===== config.mk =====
export PLATFORM = sky130hd
export DESIGN_NAME = spike_rate_decoder
export DESIGN_NICKNAME = d
export VERILOG_FILES = /design/src/rtl/spike_pkg.sv /design/src/rtl/spike_edge_sync.sv /design/src/rtl/spike_rate_decoder.sv
export SDC_FILE = /design/constraint.sdc
export NUM_CORES = 1
export LEC_CHECK = 0
export CAP_MARGIN = 30
export CELL_PAD_IN_SITES_DETAIL_PLACEMENT = 1
export CELL_PAD_IN_SITES_GLOBAL_PLACEMENT = 2
export CORE_MARGIN = 10
export CORE_UTILIZATION = 32
export DETAILED_ROUTE_END_ITERATION = 12
export PLACE_DENSITY_LB_ADDON = 0.1
export SYNTH_ARGS = -nofsm -noshare
export SYNTH_HDL_FRONTEND = slang
export SYNTH_SLANG_ARGS = --single-unit

===== constraint.sdc =====
create_clock -name clk -period 4.1 [get_ports clk]
set_input_delay 0.82 -clock clk [delete_from_list [all_inputs] [get_ports clk]]
set_output_delay 0.82 -clock clk [all_outputs]
set_load 0.01 [all_outputs]

===== src/rtl/spike_pkg.sv =====
// Shared definitions for the spike receivers: FSM state encoding, default widths
// and saturation limits for the default widths.
package spike_pkg;

  typedef enum logic [1:0] {
    IDLE  = 2'd0,
    COUNT = 2'd1,
    HOLD  = 2'd2
  } state_t;

  localparam int unsigned WIN_W_DEF = 8;
  localparam int unsigned CNT_W_DEF = 8;
  localparam int unsigned ISI_W_DEF = 8;

  localparam logic [CNT_W_DEF-1:0] CNT_MAX = '1;
  localparam logic [ISI_W_DEF-1:0] ISI_MAX = '1;

endpackage


===== src/rtl/spike_edge_sync.sv =====
// Two-flop synchronizer for an asynchronous spike train followed by a rising-edge
// detector; spike_edge is a one-cycle pulse per low-to-high transition.
module spike_edge_sync (
  input  logic clk,
  input  logic rst_n,
  input  logic spike_in,
  output logic spike_edge
);

  logic sync1, sync2, sync3;

  always_ff @(posedge clk) begin
    if (!rst_n) begin
      sync1 <= 1'b0;
      sync2 <= 1'b0;
      sync3 <= 1'b0;
    end else begin
      sync1 <= spike_in;
      sync2 <= sync1;
      sync3 <= sync2;
    end
  end

  assign spike_edge = sync2 & ~sync3;

endmodule


===== src/rtl/spike_rate_decoder.sv =====
// Counts spike rising edges over a programmable window and hands the count out via
// valid/ready. Optional inter-spike-interval measurement when SPIKE_ISI_EN is defined.
module spike_rate_decoder
  import spike_pkg::*;
#(
  parameter int unsigned WIN_W = WIN_W_DEF,
  parameter int unsigned CNT_W = CNT_W_DEF,
  parameter int unsigned ISI_W = ISI_W_DEF
) (
  input  logic             clk,
  input  logic             rst_n,
  input  logic             spike_in,
  input  logic [WIN_W-1:0] window_len,
  input  logic             start,
  input  logic             continuous,
  output logic [CNT_W-1:0] count_out,
  output logic             count_valid,
  input  logic             count_ready,
  output logic             busy,
  output logic             saturated,
  output logic             overrun,
  output logic [ISI_W-1:0] isi_out
);

  localparam logic [CNT_W-1:0] CNT_TOP = '1;

  state_t           state_q, state_d;
  logic [WIN_W-1:0] timer_q;
  logic [CNT_W-1:0] cnt_q, cnt_inc;
  logic             drop_q, drop_inc;
  logic             spike_edge;
  logic             accept, win_end, reload;

  spike_edge_sync u_edge_sync (
    .clk        (clk),
    .rst_n      (rst_n),
    .spike_in   (spike_in),
    .spike_edge (spike_edge)
  );

  assign accept   = count_valid & count_ready;
  assign cnt_inc  = (spike_edge && cnt_q != CNT_TOP) ? cnt_q + 1'b1 : cnt_q;
  assign drop_inc = drop_q | (spike_edge & (cnt_q == CNT_TOP));
  assign busy     = (state_q != IDLE);

  always_comb begin
    state_d = state_q;
    win_end = 1'b0;
    reload  = 1'b0;
    case (state_q)
      IDLE: begin
        if (start && window_len != '0) begin
          state_d = COUNT;
          reload  = 1'b1;
        end
      end
      COUNT: begin
        if (timer_q == WIN_W'(1)) begin
          win_end = 1'b1;
          // A zero window_len at rollover cannot start a window, so park in HOLD.
          if (continuous && window_len != '0) reload = 1'b1;
          else state_d = HOLD;
        end
      end
      HOLD: begin
        if (accept) state_d = IDLE;
      end
      default: state_d = IDLE;
    endcase
  end

  always_ff @(posedge clk) begin
    if (!rst_n) begin
      state_q     <= IDLE;
      timer_q     <= '0;
      cnt_q       <= '0;
      drop_q      <= 1'b0;
      count_out   <= '0;
      count_valid <= 1'b0;
      saturated   <= 1'b0;
      overrun     <= 1'b0;
    end else begin
      state_q <= state_d;
      if (state_q == COUNT) begin
        timer_q <= timer_q - 1'b1;
        cnt_q   <= cnt_inc;
        drop_q  <= drop_inc;
      end
      if (reload) begin
        timer_q <= window_len;
        cnt_q   <= '0;
        drop_q  <= 1'b0;
      end
      if (accept) count_valid <= 1'b0;
      // A result loading on the acceptance edge overrides the clear above.
      if (win_end) begin
        count_out   <= cnt_inc;
        saturated   <= drop_inc;
        count_valid <= 1'b1;
        if (count_valid && !count_ready) overrun <= 1'b1;
      end
    end
  end

`ifdef SPIKE_ISI_EN
  localparam logic [ISI_W-1:0] ISI_TOP = '1;

  logic [ISI_W-1:0] isi_cnt_q, isi_q;
  logic             isi_seen_q;

  always_ff @(posedge clk) begin
    if (!rst_n) begin
      isi_cnt_q  <= '0;
      isi_q      <= '0;
      isi_seen_q <= 1'b0;
    end else if (spike_edge) begin
      // No previous edge to measure from: report the interval as saturated.
      isi_q      <= isi_seen_q ? isi_cnt_q : ISI_TOP;
      isi_cnt_q  <= ISI_W'(1);
      isi_seen_q <= 1'b1;
    end else if (isi_cnt_q != ISI_TOP) begin
      isi_cnt_q <= isi_cnt_q + 1'b1;
    end
  end

  assign isi_out = isi_q;
`else
  assign isi_out = '0;
`endif

endmodule


After elaboration in Yosys (flattened, before gate mapping)
Cells that the tools add are included.
{"block": "classes", "n_addsub": 2, "mul": 0, "div": 0, "n_lt_le_gt_ge": 0, "n_eq_ne": 9, "shifts": 0, "muxes": 16, "n_bitwise": 6, "n_reduce_logical": 13}
{"op": "$mux W8", "n": 3}
{"op": "$add A8 B1 Y8 const B", "n": 1}
{"op": "$eq A8 B1 Y1 const B", "n": 1}
{"op": "$eq A8 B8 Y1 const B", "n": 1}
{"op": "$mux W2", "n": 4}
{"op": "$ne A2 B2 Y1 const B", "n": 4}
{"op": "$ne A8 B8 Y1 const B", "n": 1}
{"op": "$reduce_bool A8 Y1", "n": 1}
{"op": "$sub A8 B1 Y8 const B", "n": 1}
{"op": "$mux W1", "n": 7}
{"op": "$pmux W2 S3", "n": 1}
{"op": "$reduce_bool A2 Y1", "n": 3}
{"op": "$logic_and A1 B1 Y1", "n": 4}
{"op": "$reduce_and A4 Y1", "n": 1}
{"op": "$and A1 B1 Y1", "n": 3}
{"op": "$eq A2 B1 Y1 const B", "n": 1}
{"op": "$eq A2 B2 Y1 const B", "n": 1}
{"op": "$logic_not A2 Y1", "n": 1}
{"op": "$not A1 Y1", "n": 2}
{"op": "$pmux W1 S2", "n": 1}
{"op": "$reduce_and A2 Y1", "n": 1}
{"op": "$reduce_or A2 Y1", "n": 1}
{"op": "$logic_not A1 Y1", "n": 1}
{"op": "$or A1 B1 Y1", "n": 1}
{"block": "word_totals", "reg_bits": 33, "latchBits": 0, "mem_bits_rw": 0, "rom_bits": 0, "input_bits": 14, "out_inout_bits": 20, "wordCells": 57, "memories": 0}

Longest topological paths before layout
{"block": "depth", "depth_word": 6, "mapped_depth": 7, "depth_no_buf": 7}

Hierarchy
A second synthesis with hierarchy kept.
{"block": "unflattened", "cells_unflattened": 215, "area_unflattened_um2": 1831.8}
{"module": "spike_rate_decoder", "n_inst": 1, "cells_each": 208, "area_per_inst_um2": 1739.2, "seq_area_each_um2": 600.6}
{"module": "spike_edge_sync", "n_inst": 1, "cells_each": 7, "area_per_inst_um2": 92.6, "seq_area_each_um2": 60.1}

Worst setup path before layout
Ideal clock, no wire load.
{"block": "synth_path", "path_type": "input-to-reg", "start": "in window_len[4]", "end": "reg timer_q[6]", "setup_time_ns": 0.132, "arrival_ns": 2.130, "required_ns": 3.968, "path_slack_ns": 1.838, "stages": 5, "n_path_buf": 0, "path_cell_list": "or4_4 > o211a_1 > o21bai_4 > a22oi_1 > a21oi_1"}
{"block": "synth_via", "elab_chain_cells": 6, "elab_cells_between_ends": 9, "classes_between": "mux (5); reduce/logical (4)"}
{"element": "start, declared", "line": "spike_rate_decoder.sv:13", "rtl": "input logic [WIN_W-1:0] window_len,"}
{"element": "$reduce_bool A8 Y1 (*)", "line": "spike_rate_decoder.sv:52, spike_rate_decoder.sv:61"}
{"element": "$logic_and A1 B1 Y1", "line": "spike_rate_decoder.sv:61", "rtl": "if (continuous && window_len != '0) reload = 1'b1;"}
{"element": "$mux W1", "line": "spike_rate_decoder.sv:61"}
{"element": "$mux W1", "line": "spike_rate_decoder.sv:58", "rtl": "if (timer_q == WIN_W'(1)) begin"}
{"element": "$pmux W1 S2 (*)", "line": "spike_rate_decoder.sv:50", "rtl": "case (state_q)"}
{"element": "$mux W8 or $reduce_bool A2 Y1 (tied branches)"}
{"element": "end signal, assigned", "line": "spike_rate_decoder.sv:85", "rtl": "timer_q <= timer_q - 1'b1;"}
{"element": "end signal, assigned", "line": "spike_rate_decoder.sv:90", "rtl": "timer_q <= window_len;"}
{"element": "end, declared", "line": "spike_rate_decoder.sv:28", "rtl": "logic [WIN_W-1:0] timer_q;"}
Mark *: on every way between the ends. The rest lies on a longest branch, timed or not.
A chain may end at the register's enable or synchronous reset.

Worst setup path after layout
{"block": "layout_path", "start": "in window_len[4]", "end": "reg timer_q[0]"}
Same word-level chain as after synthesis.

==> flow_summary.json <==
{
  "antenna_found_initial": 0,
  "hold_class": "flop to flop",
  "arrival_ns": 2.74,
  "synth_ff_type": "dfxtp_1",
  "yosysTopAreaCellShare_pct": 38.2,
  "cp_max_fo": 7,
  "antenna_left": 0,
  "vias": 1499,
  "grt_pass1_vias": 1575,
  "seqCellArea_um2": 661,
  "grt_pass1_wl_mm": 7.94,
  "timing.final.crit_share_pct": 62.7,
  "firstDrtPassIters": 4,
  "ys_warn_count": 0,
  "ys_seq_area_share_pct": 38.2,
  "root_buffer": "clkbuf_8",
  "drcViolationCount": 0,
  "die_w_um": 93.5,
  "synth.area.top_cells": "dfxtp_1 38%, xnor2_1 6.1%, nor2_1 5.4%, a21oi_1 4.9%, buf_4 3.9%",
  "max_stage_delay_ns": 0.59,
  "outcome": "finished, final reports clean",
  "synth_area_leader_cell": "dfxtp_1",
  "die_y_um": 93.5,
  "placeableCoreArea_um2": 5170,
  "maxCapViolCount": 0,
  "cts_tree": "done",
  "syn_area_per_cell_um2": 8.52,
  "clock_path_buffers": 2,
  "setup_ws_ns": 1.53,
  "netlist_area_um2": 1730,
  "cp.depth": 6,
  "hpwl_mm": 3.61,
  "clock_latency_ns": 0.28,
  "cts_buffers": 5,
  "slew_headroom_pct": 57.4,
  "n_antenna_cell": 0,
  "synthCells": 203,
  "tightest_slew_ns": 0.639,
  "cts.sinks": 33,
  "crit_end": "timer_q[0]",
  "postCtsSetupBuffers": 0,
  "finalSetupViolCount": 0,
  "wl_mm": 4.72,
  "regToRegStartpoint": "timer_q[2]",
  "track_usage_pct": 11.3,
  "syn2layout_area_growth_pct": 21.3,
  "place_ws_ns": 1.23,
  "drt-initial-drc-count": 32,
  "multi_input_area_um2": 985,
  "grt_max_degree": 20,
  "gp_congestion": 0.851,
  "critPathLaunchType": "input port",
  "tns_ns": 0,
  "regToRegSetupSlack_ns": 2.01,
  "clk_pin_slew_ns": 0.07,
  "synth_edf_count": 0,
  "num_rows": 26,
  "crit_required_ns": 4.27,
  "path_class": "input port to flop",
  "final_nets": 246,
  "maxSlewViolCount": 0,
  "end_kind": "flop",
  "avgViaCountPerCell": 5.01,
  "synthArstFlopShare_pct": 0,
  "port_buffers": 25,
  "wl_per_cell_um": 15.8,
  "startpoint": "window_len[4]",
  "fill_cells": 602,
  "path_delay_family": "simple AND/OR/NAND/NOR gates",
  "path_cells": "clkdlybuf4s50_1, or4_4, o211a_1, nor2_4, a21oi_1, o221a_2",
  "r2r-end": "timer_q[2]",
  "final_hold_viol_count": 0,
  "power.leakage_nw": 0.729,
  "rsz0062_at_grt": "false",
  "clock.fmax_mhz": 389,
  "ir_drop_v": 0.000153,
  "htreeDepth": 2,
  "layout-drive-gt1-share_pct": 8.73,
  "min_period_ns": 2.57,
  "path_buf_inv": 1,
  "die_area_um2": 8750,
  "ff2ff_path_depth": 5,
  "cp_slowest_cell": "or4_4",
  "synth_cell_type_count": 47,
  "ctsHoldBuffers": 0,
  "fin_worst_skew_ns": 0.00328,
  "io_pins": 34,
  "grt-ovfl-total": 0,
  "start_util_pct": 33.5,
  "power_mw": 0.754,
  "synth-seq-cells": 33,
  "pwr_density_cell_nw_per_um2": 359,
  "cts_resized": 0
}
how the worst min path moves through the flow:
| stage | startpoint | endpoint | cells after the start |
|---|---|---|---|
| after floorplan | u_edge_sync.sync1 | u_edge_sync.sync2 | 1 |
| after global placement | u_edge_sync.sync1 | u_edge_sync.sync2 | 1 |
| after detailed placement | u_edge_sync.sync1 | u_edge_sync.sync2 | 1 |
| after CTS | u_edge_sync.sync1 | u_edge_sync.sync2 | 1 |
| after global routing | u_edge_sync.sync1 | u_edge_sync.sync2 | 1 |
| final | u_edge_sync.sync1 | u_edge_sync.sync2 | 1 |
cells by family (layout without fill, tap and decap cells):
kind of cell / count (synthesis) / after routing / share of synthesized area, %
XOR/XNOR: 14 / 14 / 7.09
adder cells (fa/ha/maj): 3 / 3 / 2.17
AO/OA/AOI/OAI: 46 / 46 / 18.9
flip-flops: 33 / 33 / 38.2
AND/OR/NAND/NOR: 84 / 84 / 25.8
buffers and inverters: 20 / 39 / 6.43
other: 1 / 8 / 0.217
multiplexers: 2 / 2 / 1.16
layout by cell type, fill, tap and decap left out, types with 5 or more instances in the layout:
cell	Yosys	final
nor2_1	25	25
dfxtp_1	33	33
inv_1	6	6
o21ai_0	9	9
nor3_1	13	13
a21oi_1	17	17
and2_1	5	5
nand2_1	15	15
xnor2_1	12	12
clkdlybuf4s50_1	0	25
conb_1	1	8
clkbuf_8	0	6
metal layers:
layer / wire [µm] / global-route usage (%) / up-vias / part of all wire [%]
met5: 0 / 0 / - / 0
met4: 42 / 3.80 / 0 / 0.89
met1: 2010 / 12.2 / 720 / 43
met3: 218 / 3.76 / 4 / 4.6
met2: 2440 / 20.3 / 29 / 52
li1: - / - / 746 / -
cell usage after synthesis (2+ instances only):
library cell / instances
nor2_1: 25
nand3_1: 3
nand4_1: 3
buf_2: 2
a21oi_1: 17
mux2i_1: 2
ha_1: 3
inv_1: 6
a211oi_1: 2
and2_1: 5
or2_2: 2
a31oi_1: 2
clkbuf_1: 3
a22oi_1: 3
or4_4: 2
o21ai_0: 9
nand2b_1: 2
nor3_1: 13
xnor2_1: 12
nand2_1: 15
dfxtp_1: 33
nor2b_1: 2
nor4_1: 2
buf_4: 9
xor2_1: 2
or3_1: 3
power breakdown:
| group | internal [mW] | switching [mW] |
|---|---|---|
| combinational | 0.0666 | 0.0799 |
| sequential | 0.336 | 0.0194 |
| clock | 0.133 | 0.119 |
metrics by stage:
stage          area (µm²)  hold slack, ns  instances  util [%]
2_1_floorplan        1760           0.412        210         -
3_3_place_gp         2010           0.424        291      38.8
3_5_place_dp         2010           0.431        291      38.8
4_1_cts              2090           0.461        298      40.4
5_1_grt              2100           0.481        299      40.6
6_report             2100           0.454        299      40.6
final cells by class:
class                           count  share of cell area, %
Multi-Input combinational cell    157                   46.9
Sequential cell                    33                   31.5
Timing Repair Buffer               26                   12.3
Tap cell                           70                   4.17
Clock buffer                        7                   4.11
Inverter                            6                   1.07
flip-flops by register name, indices dropped and copies added, names as in the netlist, 2 cells and up:
signal	flops
cnt_q	8
count_out	8
timer_q	8
state_q	2
No activity file was read; power rests on OpenSTA's default activity.
